===== src/rtl/alu_cmd_issuer_if.sv =====
`default_nettype none
// ============================================================================
// Module      : alu_cmd_issuer_if
// Description : Host-to-issuer command handshake carrying {a, b, sel}.
// Revision    : 1.0 - initial release
// ============================================================================
interface alu_cmd_issuer_if #(
    parameter int DATA_W = 4
);
    logic              in_valid;
    logic              in_ready;
    logic [DATA_W-1:0] in_a;
    logic [DATA_W-1:0] in_b;
    logic [1:0]        in_sel;

    modport master (
        output in_valid,
        output in_a,
        output in_b,
        output in_sel,
        input  in_ready
    );

    modport slave (
        input  in_valid,
        input  in_a,
        input  in_b,
        input  in_sel,
        output in_ready
    );
endinterface
`default_nettype wire


===== src/rtl/alu_cmd_issuer.sv =====
`default_nettype none
// ============================================================================
// Module      : alu_cmd_issuer
// Description : FIFO-buffered command stage feeding a registered ALU, with a
//               result-valid flag aligned to the ALU's registered output.
// Revision    : 1.0 - initial release
// ============================================================================
module alu_cmd_issuer #(
    parameter int DATA_W  = 4,
    parameter int DEPTH   = 4,
    parameter int RES_LAT = 1
) (
    input  wire logic                     clk,
    input  wire logic                     reset,
    input  wire logic                     flush,
    input  wire logic                     hold,
    alu_cmd_issuer_if.slave               cmd,
    output logic [DATA_W-1:0]             alu_a,
    output logic [DATA_W-1:0]             alu_b,
    output logic [1:0]                    alu_sel,
    output logic                          issue,
    output logic                          res_valid,
    output logic [$clog2(DEPTH):0]        count,
    output logic [7:0]                    issued_cnt,
    output logic [1:0]                    state
);

    localparam int c_AW = $clog2(DEPTH);
    localparam int c_CW = c_AW + 1;
    localparam int c_EW = 2 * DATA_W + 2;
    localparam logic [c_CW-1:0] c_FULL = c_CW'(DEPTH);

    typedef enum logic [1:0] {
        S_IDLE = 2'b00,
        S_RUN  = 2'b01,
        S_HOLD = 2'b10
    } state_t;

    logic [c_EW-1:0]   r_mem [DEPTH];
    logic [c_AW-1:0]   r_wr_ptr;
    logic [c_AW-1:0]   r_rd_ptr;
    logic [c_CW-1:0]   r_count;
    logic [c_CW-1:0]   w_count_nxt;
    logic [DATA_W-1:0] r_alu_a;
    logic [DATA_W-1:0] r_alu_b;
    logic [1:0]        r_alu_sel;
    logic              r_issue;
    logic [7:0]        r_issued_cnt;
    logic [RES_LAT-1:0] r_res_pipe;
    state_t            r_state;
    state_t            w_state_nxt;

    logic              w_ready;
    logic              w_push;
    logic              w_pop;
    logic [c_EW-1:0]   w_head;

    // No full-bypass: a full FIFO refuses even when a pop happens this cycle.
    assign w_ready      = !reset && !flush && (r_count < c_FULL);
    assign cmd.in_ready = w_ready;
    assign w_push       = cmd.in_valid && w_ready;
    assign w_pop        = (r_count != '0) && !hold && !flush;
    assign w_head       = r_mem[r_rd_ptr];

    always_comb begin
        w_count_nxt = r_count;
        if (flush) begin
            w_count_nxt = '0;
        end else begin
            w_count_nxt = r_count + c_CW'(w_push) - c_CW'(w_pop);
        end
    end

    always_ff @(posedge clk) begin
        if (w_push) begin
            r_mem[r_wr_ptr] <= {cmd.in_a, cmd.in_b, cmd.in_sel};
        end
    end

    always_ff @(posedge clk) begin
        if (reset) begin
            r_wr_ptr     <= '0;
            r_rd_ptr     <= '0;
            r_count      <= '0;
            r_alu_a      <= '0;
            r_alu_b      <= '0;
            r_alu_sel    <= '0;
            r_issue      <= 1'b0;
            r_issued_cnt <= '0;
        end else begin
            if (flush) begin
                r_wr_ptr <= '0;
                r_rd_ptr <= '0;
            end else begin
                if (w_push) begin
                    r_wr_ptr <= r_wr_ptr + c_AW'(1);
                end
                if (w_pop) begin
                    r_rd_ptr <= r_rd_ptr + c_AW'(1);
                end
            end
            r_count <= w_count_nxt;
            r_issue <= w_pop;
            // Without a pop the operands stay put, so the ALU recomputes unflagged.
            if (w_pop) begin
                r_alu_a      <= w_head[c_EW-1 -: DATA_W];
                r_alu_b      <= w_head[DATA_W+1 -: DATA_W];
                r_alu_sel    <= w_head[1:0];
                r_issued_cnt <= r_issued_cnt + 8'd1;
            end
        end
    end

    generate
        if (RES_LAT == 1) begin : g_res_lat1
            always_ff @(posedge clk) begin
                if (reset || flush) begin
                    r_res_pipe <= '0;
                end else begin
                    r_res_pipe <= r_issue;
                end
            end
        end else begin : g_res_latn
            always_ff @(posedge clk) begin
                if (reset || flush) begin
                    r_res_pipe <= '0;
                end else begin
                    r_res_pipe <= {r_res_pipe[RES_LAT-2:0], r_issue};
                end
            end
        end
    endgenerate

    always_ff @(posedge clk) begin
        if (reset) begin
            r_state <= S_IDLE;
        end else begin
            r_state <= w_state_nxt;
        end
    end

    // State reflects the occupancy the FIFO will have after this edge.
    always_comb begin
        w_state_nxt = S_IDLE;
        if (!flush && (w_count_nxt != '0)) begin
            w_state_nxt = hold ? S_HOLD : S_RUN;
        end
    end

    assign alu_a      = r_alu_a;
    assign alu_b      = r_alu_b;
    assign alu_sel    = r_alu_sel;
    assign issue      = r_issue;
    assign res_valid  = r_res_pipe[RES_LAT-1];
    assign count      = r_count;
    assign issued_cnt = r_issued_cnt;
    assign state      = r_state;

endmodule
`default_nettype wire

===== src/flat_wrapper.sv =====
// flat-port wrapper written by rule: the top's interface ports become plain ports
module alu_cmd_issuer_flat 
#(
    parameter int DATA_W  = 4,
    parameter int DEPTH   = 4,
    parameter int RES_LAT = 1
)
  (clk, reset, flush, hold, alu_a, alu_b, alu_sel, issue, res_valid, count, issued_cnt, state, cmd_in_valid, cmd_in_a, cmd_in_b, cmd_in_sel, cmd_in_ready);
  alu_cmd_issuer_if #(.DATA_W(DATA_W)) cmd_i ();
  input  wire logic clk;
  input  wire logic reset;
  input  wire logic flush;
  input  wire logic hold;
  output logic [DATA_W-1:0] alu_a;
  output logic [DATA_W-1:0] alu_b;
  output logic [1:0] alu_sel;
  output logic issue;
  output logic res_valid;
  output logic [$clog2(DEPTH):0] count;
  output logic [7:0] issued_cnt;
  output logic [1:0] state;
  input wire logic [$bits(cmd_i.in_valid)-1:0] cmd_in_valid;
  input wire logic [$bits(cmd_i.in_a)-1:0] cmd_in_a;
  input wire logic [$bits(cmd_i.in_b)-1:0] cmd_in_b;
  input wire logic [$bits(cmd_i.in_sel)-1:0] cmd_in_sel;
  output wire logic [$bits(cmd_i.in_ready)-1:0] cmd_in_ready;
  assign cmd_i.in_valid = cmd_in_valid;
  assign cmd_i.in_a = cmd_in_a;
  assign cmd_i.in_b = cmd_in_b;
  assign cmd_i.in_sel = cmd_in_sel;
  assign cmd_in_ready = cmd_i.in_ready;
  alu_cmd_issuer #(.DATA_W(DATA_W), .DEPTH(DEPTH), .RES_LAT(RES_LAT)) u_core (.clk(clk), .reset(reset), .flush(flush), .hold(hold), .cmd(cmd_i), .alu_a(alu_a), .alu_b(alu_b), .alu_sel(alu_sel), .issue(issue), .res_valid(res_valid), .count(count), .issued_cnt(issued_cnt), .state(state));
endmodule

===== config.mk =====
export PLATFORM = sky130hd
export DESIGN_NAME = alu_cmd_issuer_flat
export DESIGN_NICKNAME = d
export VERILOG_FILES = /design/src/rtl/alu_cmd_issuer_if.sv /design/src/rtl/alu_cmd_issuer.sv /design/src/flat_wrapper.sv
export SDC_FILE = /design/constraint.sdc
export NUM_CORES = 1
export LEC_CHECK = 0
export ABC_AREA = 1
export ABC_CLOCK_PERIOD_IN_PS = 5950
export CORE_ASPECT_RATIO = 0.6
export CORE_MARGIN = 3
export CORE_UTILIZATION = 57
export CTS_CLUSTER_DIAMETER = 150
export DETAILED_ROUTE_END_ITERATION = 16
export PLACE_DENSITY = 0.89
export SYNTH_ARGS = -nofsm -noshare
export SYNTH_HDL_FRONTEND = slang
export SYNTH_SLANG_ARGS = --single-unit

===== constraint.sdc =====
create_clock -name clk -period 5.95 [get_ports clk]
set_input_delay 1.19 -clock clk [delete_from_list [all_inputs] [get_ports clk]]
set_output_delay 1.19 -clock clk [all_outputs]
set_load 0.01 [all_outputs]

==> results.toml, run 1 <==
[setup_path]
critPathBufInv = 3
arrival_ps = 2640
worstSetupPathType = "in2out"
crit_fanout = 6
cp-end-kind = "primary output"
slowest_delay_ps = 540
slowest_stage = "clkdlybuf4s50_1"
cp_data_required_time_ps = 4760
rr_worst_depth = 12
startpoint_type = "input pin"
cp_num_cells = 5
crit_top_cell = "clkdlybuf4s50_1"
path_cells = "clkdlybuf4s50_1 > nor2_2 > inv_2 > nor2_4 > clkdlybuf4s50_1"
critPathTopFamily = "buffers and inverters"

[clocking]
cts.clk_slew.worst_paths_ps = 70
cts_resized = 0
cts_max_level = 3
clock_latency_ps = 340
hold_buffers = 0
cts_sinks = 69
clock-root-buffer = "clkbuf_8"
cts_buffer_depth = 2
cts_made_buffers = 9
cts_tree = "built"
cts_setup_buffers = 0

[logic_synthesis]
syn_avg_cell_area_um2 = 9.86
ys_types = 23
synth_area_um2 = 2820
synth_fp_nets = 309
yosysWarningCount = 0
synth_area_leader_cell = "edfxtp_1"
synthArstFlopShare = 0
ys_seq_area_frac = 0.632
synth_seq_cells = 69
yosysMostFrequentCell = "nor2_1"
synth_edf_count = 40
synth.top_cell.area_share = 0.426
synthCells = 286
synth.top_cells.by_count = "nor2_1 (74), edfxtp_1 (40), o21ai_0 (38), dfxtp_1 (29), nand2_1 (29)"
synthFlopType = "edfxtp_1"
ys_top_cells_by_area = "edfxtp_1 (43%), dfxtp_1 (21%), nor2_1 (9.9%)"

[die]
num_rows = 19
fp.dieArea_um2 = 5850
start_util = 0.605
io_pins = 41
die-width_um = 96.8
die_y_um = 60.5
core_area_um2 = 4660

[global_routing]
grt_overflow = 0
grt_pass1_wl_mm = 9.02
grt_max_degree = 25
grt_pass1_vias = 1939
grt_antenna_before_repair = 0
grt_usage = 0.207

[detailed_routing]
antenna_left = 0
wl_per_cell_um = 13.9
drt_iter0_markers = 85
vias = 1997
avgViaCountPerCell = 5.06
dr.pass1.iters = 4
drt-total-wl_mm = 5.48
drt_drc_violations_left = 0

[timing]
fin_crit_ps = 3830
relSlewSlack = 0.273
rsz0062_at_grt = "no"
clock_skew_ps = 10.5
max_freq_ghz = 0.261
setup_violations = 0
worst_pin_slew_ps = 1090
setup_tns_ps = 0
hold_viol = 0
period_share = 0.643
slew_violations = 0

[final_layout]
antennaDiodeCount = 0
nFillCells = 343
drive_gt1_frac = 0.0693
fin_nets = 350
syn_to_final_growth_pct = 20.7
final_util = 0.730

[place]
gp_congestion = 0.819
port_buffers = 40
place_hpwl_mm = 3.71

[min_path]
hp-class = "reg2reg"
hold_path_depth = 2

[job]
drv_cap = 0

[pwr]
ir_worst_vdd_v = 0.000243
p_leak_nw = 1.25
cellPowerDensity_nw_per_um2 = 259

[status]
status = "finished clean"
## layer usage
metal / track usage / wire (µm) / vias up / part of all wire
li1: - / - / 1014 / -
met1: 0.253 / 2580 / 914 / 0.47
met2: 0.325 / 2420 / 63 / 0.44
met3: 0.0976 / 438 / 6 / 0.080
met4: 0.0880 / 36 / 0 / 0.0066
met5: 0 / 0 / - / 0
## report_power, final
part           switching (mW)  internal [mW]  leakage [nW]  total, mW
logic                  0.0206         0.0185         0.563     0.0391
registers             0.00278          0.509         0.595      0.512
clock network           0.155          0.173        0.0905      0.329
total                   0.179          0.701          1.25      0.880
## per-stage QoR
stage / total power, mW / cells / hold WS [ps] / worst slack (ps) / cell area, µm²
after floorplan: 0.540 / 286 / 453 / 3020 / 2820
after global placement: 0.560 / 379 / 424 / 2180 / 3230
after detailed placement: 0.562 / 379 / 429 / 2130 / 3230
after CTS: 0.888 / 395 / 440 / 2120 / 3400
after global routing: 0.921 / 395 / 470 / 2050 / 3400
final: 0.880 / 395 / 434 / 2120 / 3400
## area by class of cell
| type | count | area [µm²] | share of cell area |
|---|---|---|---|
| clock inverter | 2 | 10.0 | 0.00294 |
| clock buffer | 14 | 163 | 0.0478 |
| tap | 63 | 78.8 | 0.0232 |
| timing repair buffer | 40 | 400 | 0.118 |
| sequential | 69 | 1780 | 0.524 |
| multi-input combinational | 177 | 857 | 0.252 |
| inverter | 30 | 113 | 0.0331 |
## layout by cell type, fill, tap and decap left out, types with 2 or more instances in the layout
cell	count
dfxtp_1	29
clkbuf_1	3
ha_1	7
a21oi_1	6
clkbuf_8	11
clkdlybuf4s50_1	40
nand2_2	3
nand3_1	4
nor2_1	74
inv_2	2
clkinv_2	2
o21ai_0	38
edfxtp_1	40
o21ai_1	8
nand2_1	29
nor2_2	2
inv_1	28
## worst register-to-register path, stage by stage, from the launching register on
cell	delay (ps)
dfxtp_1	470
nor2_2	100
a21oi_4	490
ha_1	340
inv_1	60
ha_1	130
inv_1	50
fa_1	500
nand2_1	60
nand2_1	60
nand2_1	50
nand2_1	70
nor2_1	50
## final timing paths
path | startpoint | end | slack, ps
setup reg to reg | u_core.count[2]$_SDFF_PP0_ | u_core.state[0]$_SDFF_PP0_ | 3420
hold / removal | u_core.issue$_SDFF_PP0_ | u_core.res_valid$_SDFF_PP0_ | 430
setup / recovery | reset | cmd_in_ready | 2120
hold reg to reg | u_core.issue$_SDFF_PP0_ | u_core.res_valid$_SDFF_PP0_ | 430
## registers in the layout, indices dropped and copies added (netlist names)
signal,count
u_core.alu_a,4
u_core.alu_b,4
u_core.alu_sel,2
u_core.count,3
u_core.issue,1
u_core.issued_cnt,8
u_core.r_mem,40
u_core.r_rd_ptr,2
u_core.r_wr_ptr,2
u_core.res_valid,1
u_core.state,2
## logic make-up after synthesis
kind of cell             synth area share
XOR/XNOR                          0.00311
AO/OA/AOI/OAI                       0.101
buffers and inverters              0.0639
adder cells (fa/ha/maj)            0.0382
AND/OR/NAND/NOR                     0.162
flip-flops                          0.632
(Power assumes the default switching activity.)
==> run 2, diff against run 1 <==
ABC_CLOCK_PERIOD_IN_PS = 3300   (was 5950)
CORE_UTILIZATION = 48   (was 57)
PLACE_DENSITY = 0.81   (was 0.89)
clock period = 3.3 ns   (was 5.95 ns; I/O delays follow)
==> results.toml, run 2 (synthesized netlist as in run 1, its figures left out) <==
[final_layout]
antennaDiodeCount = 0
final_common_cell = "nor2_1"
final_cell_mix = "nor2_1 (74), clkdlybuf4s50_1 (40), edfxtp_1 (40)"
fin_nets = 356
final_util = 0.651
fin_area_um2 = 3480
drive_gt1_frac = 0.0888
nFillCells = 455
syn_to_final_growth_pct = 23.6
max_flop_register = "u_core.r_mem"
seq_area_um2 = 1780
largest_reg_flops = 40
multi_input_area_um2 = 857

[place]
placed_cell_area_um2 = 3290
gp_congestion = 0.805
place_hpwl_mm = 3.79
port_buffers = 40

[timing]
whs_ps = 457
setup_violations = 0
max_freq_ghz = 0.361
relSlewSlack = 0.588
clock_skew_ps = 10.1
rsz0062_at_grt = "no"
period_share = 0.839
slew_violations = 0
hold_viol = 0
worst_pin_slew_ps = 617
setup_tns_ps = 0
fin_crit_ps = 2770

[setup_path]
critPathLaunch = "reset"
r2r-end = "u_core.state[1]$_SDFF_PP0_"
critPathTopFamily = "buffers and inverters"
crit_top_cell = "clkdlybuf4s50_1"
r2r_start = "u_core.count[2]$_SDFF_PP0_"
worstSetupPathType = "in2out"
slowest_delay_ps = 540
cp_data_required_time_ps = 2640
crit_path_end = "cmd_in_ready"
critPathBufInv = 3
slowest_stage = "clkdlybuf4s50_1"
cp_num_cells = 5
rrSetupSlack_ps = 1170
rr_worst_depth = 12
cp-end-kind = "primary output"
crit_fanout = 6
startpoint_type = "input pin"
arrival_ps = 2110
path_cells = "clkdlybuf4s50_1 > nor2_2 > inv_2 > nor2_4 > clkdlybuf4s50_1"

[global_routing]
grt_pass1_vias = 1958
use_met1 = 0.233
grt_max_degree = 24
met2_usage = 0.280
grt_antenna_before_repair = 0
busiest_layer = "met2"
grt_pass1_wl_mm = 9.34
met3_usage = 0.0628
grt_overflow = 0
grt_usage = 0.179

[clocking]
cts_max_level = 3
cts_sinks = 69
cts_setup_buffers = 0
hold_buffers = 0
clock_latency_ps = 340
cts_tree = "built"
cts.clk_slew.worst_paths_ps = 70
cts_resized = 0
clock-root-buffer = "clkbuf_8"
cts_made_buffers = 9
cts_buffer_depth = 2

[die]
num_rows = 20
fp.dieArea_um2 = 6860
start_util = 0.526
die-width_um = 105
die_y_um = 65.4
io_pins = 41
core_area_um2 = 5360

[job]
drv_cap = 0

[detailed_routing]
drt_drc_violations_left = 0
vias = 2039
antenna_left = 0
dr.pass1.iters = 4
wl_per_cell_um = 13.6
drt-total-wl_mm = 5.64
avgViaCountPerCell = 4.91
drt_iter0_markers = 104

[min_path]
hp-class = "reg2reg"

[pwr]
p_leak_nw = 1.29
ir_worst_vdd_v = 0.000322
cellPowerDensity_nw_per_um2 = 477

[status]
status = "finished clean"
run 2: cell count changes in the layout (fill, tap and decap cells not counted):
cell / change
buf_4: +6
bufinv_16: +1
clkbuf_1: -1
clkbuf_8: -1
inv_4: +1
run 2: layer usage:
metal,up-vias,part of all wire,routed length (µm)
met1,939,0.48,2710
li1,1030,-,-
met5,-,0,0
met3,9,0.068,381
met2,61,0.44,2500
met4,0,0.0094,53
run 2: worst min path at each step:
stage | endpoint | cells after the start | start
2_1_floorplan | u_core.res_valid$_SDFF_PP0_ | 2 | u_core.issue$_SDFF_PP0_
3_3_place_gp | u_core.res_valid$_SDFF_PP0_ | 2 | u_core.issue$_SDFF_PP0_
4_1_cts | u_core.res_valid$_SDFF_PP0_ | 2 | u_core.issue$_SDFF_PP0_
6_report | u_core.res_valid$_SDFF_PP0_ | 2 | u_core.issue$_SDFF_PP0_
3_5_place_dp | u_core.res_valid$_SDFF_PP0_ | 2 | u_core.issue$_SDFF_PP0_
5_1_grt | u_core.res_valid$_SDFF_PP0_ | 2 | u_core.issue$_SDFF_PP0_
run 2: cell type report:
type | instances | area share
Clock buffer | 12 | 0.0417
Clock inverter | 4 | 0.0133
Inverter | 30 | 0.0323
Multi-Input combinational cell | 177 | 0.246
Sequential cell | 69 | 0.511
Tap cell | 77 | 0.0276
Timing Repair Buffer | 46 | 0.128
run 2: through the flow:
stage / setup slack [ps] / total power, mW / std cells
floorplan: 898 / 0.974 / 286
detailed placement: 443 / 1.01 / 399
global route: 411 / 1.72 / 415
global placement: 537 / 1.01 / 399
CTS: 525 / 1.68 / 415
finish: 531 / 1.66 / 415
run 2: where the power goes:
group | switching [mW] | total (mW) | leakage, nW | internal (mW)
Combinational | 0.0394 | 0.0737 | 0.596 | 0.0344
Clock | 0.296 | 0.664 | 0.101 | 0.368
Sequential | 0.00435 | 0.922 | 0.595 | 0.918
run 2: tightest hold or removal path: stages, from the launching register on:
cell     delay, ps
dfxtp_1        320
inv_1           50
nor2_1          40
==> RTL change, RTL diff (settings of run 1) <==
Make the reset (`reset`) asynchronous in 2 clocked blocks.
--- a/src/rtl/alu_cmd_issuer.sv
+++ b/src/rtl/alu_cmd_issuer.sv
@@ -77,7 +77,7 @@
         end
     end
 
-    always_ff @(posedge clk) begin
+    always_ff @(posedge clk or posedge reset) begin
         if (reset) begin
             r_wr_ptr     <= '0;
             r_rd_ptr     <= '0;
@@ -131,7 +131,7 @@
         end
     endgenerate
 
-    always_ff @(posedge clk) begin
+    always_ff @(posedge clk or posedge reset) begin
         if (reset) begin
             r_state <= S_IDLE;
         end else begin
Behaviour: differs if reset is asserted again (counterexample within 4 cycles, from zero or initial values and one cycle with reset high); with reset held inactive, the same outputs for 10 cycles.
==> RTL change against run 1 <==
Synthesized area up 4.5%. Sequential cell count unchanged. Register-to-register slack better by 90 ps. Worst hold slack better by 53 ps. Routed wire length up 3.6%. Setup slack better by 150 ps. Design area up 4.6%. Synthesized cell count down 0.35%. Die area up 4.1%. Critical endpoint unchanged. Largest cell class unchanged.
Power is not compared: it rests on default switching activity, and its combinational part moved more than twofold at a synthesized area within 25%.
==> RTL change: results (changes against run 1) <==
| Metric | Value |
|---|---|
| Synth Area in XOR/XNOR | `1.19% (was 0.311%)` |
| Synth cell types | `28 (was 23)` |
| Crit Path Max Fanout | `5 (was 6)` |
| Net Count, Synth | `308 (was 309)` |
| Vias | `2042 (was 1997)` |
| RR Startpoint | `u_core.count[1] (was u_core.count[2])` |
| Largest net degree at the start of global routing | `30 (was 25)` |
| Total power draw | `1.47 mW` |
| Non-CTS buffers | `41 (was 40)` |
| Nets@finish | `353 (was 350)` |
| Finished Cell Area | `3560 µm² (was 3400 µm²)` |
| Dominant cells by area after synthesis | `edfxtp_1 (41%), dfrtp_1 (24%), nand2_1 (9.2%) (was edfxtp_1 (43%), dfxtp_1 (21%), nor2_1 (9.9%))` |
| Inverters | `29 (was 30)` |
| NonClk Buf Share | `11.5% (was 11.8%)` |
| Placed insts | `382 (was 379)` |
| Post-Syn Area per Cell | `10.3 µm² (was 9.86 µm²)` |
| Clock buf count | `9 (was 14)` |
| R2r setup slk | `3510 ps (was 3420 ps)` |
| Initial DRC Count | `157 (was 85)` |
| All-layer global routing usage | `20.9% (was 20.7%)` |
| FF/Latch Area | `1920 µm² (was 1780 µm²)` |
| Share of layout cells above drive strength 1 | `6.87% (was 6.93%)` |
| Fin worst setup slack | `2280 ps (was 2120 ps)` |
| Outcome | `finished, final reports clean (unchanged)` |
| Sequential fraction of the synthesis area | `65.2% (was 63.2%)` |
| Max-slew headroom at the worst pin | `34.0% (was 27.3%)` |
| Multi-input gate area | `863 µm² (was 857 µm²)` |
| Layout Skew | `8.37 ps (was 10.5 ps)` |
| Adder-cell area share of the yosys netlist | `3.65% (was 3.82%)` |
| Post-synthesis compound-gate area fraction | `4.76% (was 10.1%)` |
| Crit path DAT | `2480 ps (was 2640 ps)` |
| Ys async rst share | `40.6% (was 0%)` |
| Vias in the first global route | `1924 (was 1939)` |
| R2r endpoint | `u_core.state[1] (was u_core.state[0])` |
| GP Congestion | `0.814 (was 0.819)` |
| Clock buf/inv share | `4.92% (was 5.07%)` |
| Hpwl dp | `3.90 mm (was 3.71 mm)` |
| Min-delay src | `u_core.alu_a[0] (was u_core.issue)` |
| CP startpoint | `flush (was reset)` |
## RTL change: cell types whose count changed after synthesis, sizes merged, moves of 2 or more
cell	change
o21ai	-20
buf	-2
dfrtp	+28
a21oi	-6
inv	-2
xnor2	+2
nand3	+10
nand2	+40
dfxtp	-28
nor2	-28
## RTL change: worst register-to-register path, stage by stage (launching register included)
cell	delay, ps
dfrtp_1	430
inv_1	90
nand3_2	110
nand3_4	200
inv_4	240
ha_1	260
inv_1	50
ha_1	130
inv_1	50
fa_1	480
nor2_1	50
nor2_1	140
a21oi_1	90
## RTL change: routing by layer
layer | routed length (µm) | share of wire [%] | track usage, % | up-vias
li1 | - | - | - | 1017
met1 | 2600 | 46 | 27.5 | 915
met4 | 32 | 0.56 | 6.61 | 0
met3 | 584 | 10 | 8.36 | 5
met2 | 2460 | 43 | 32.8 | 105
met5 | 0 | 0 | 0 | -
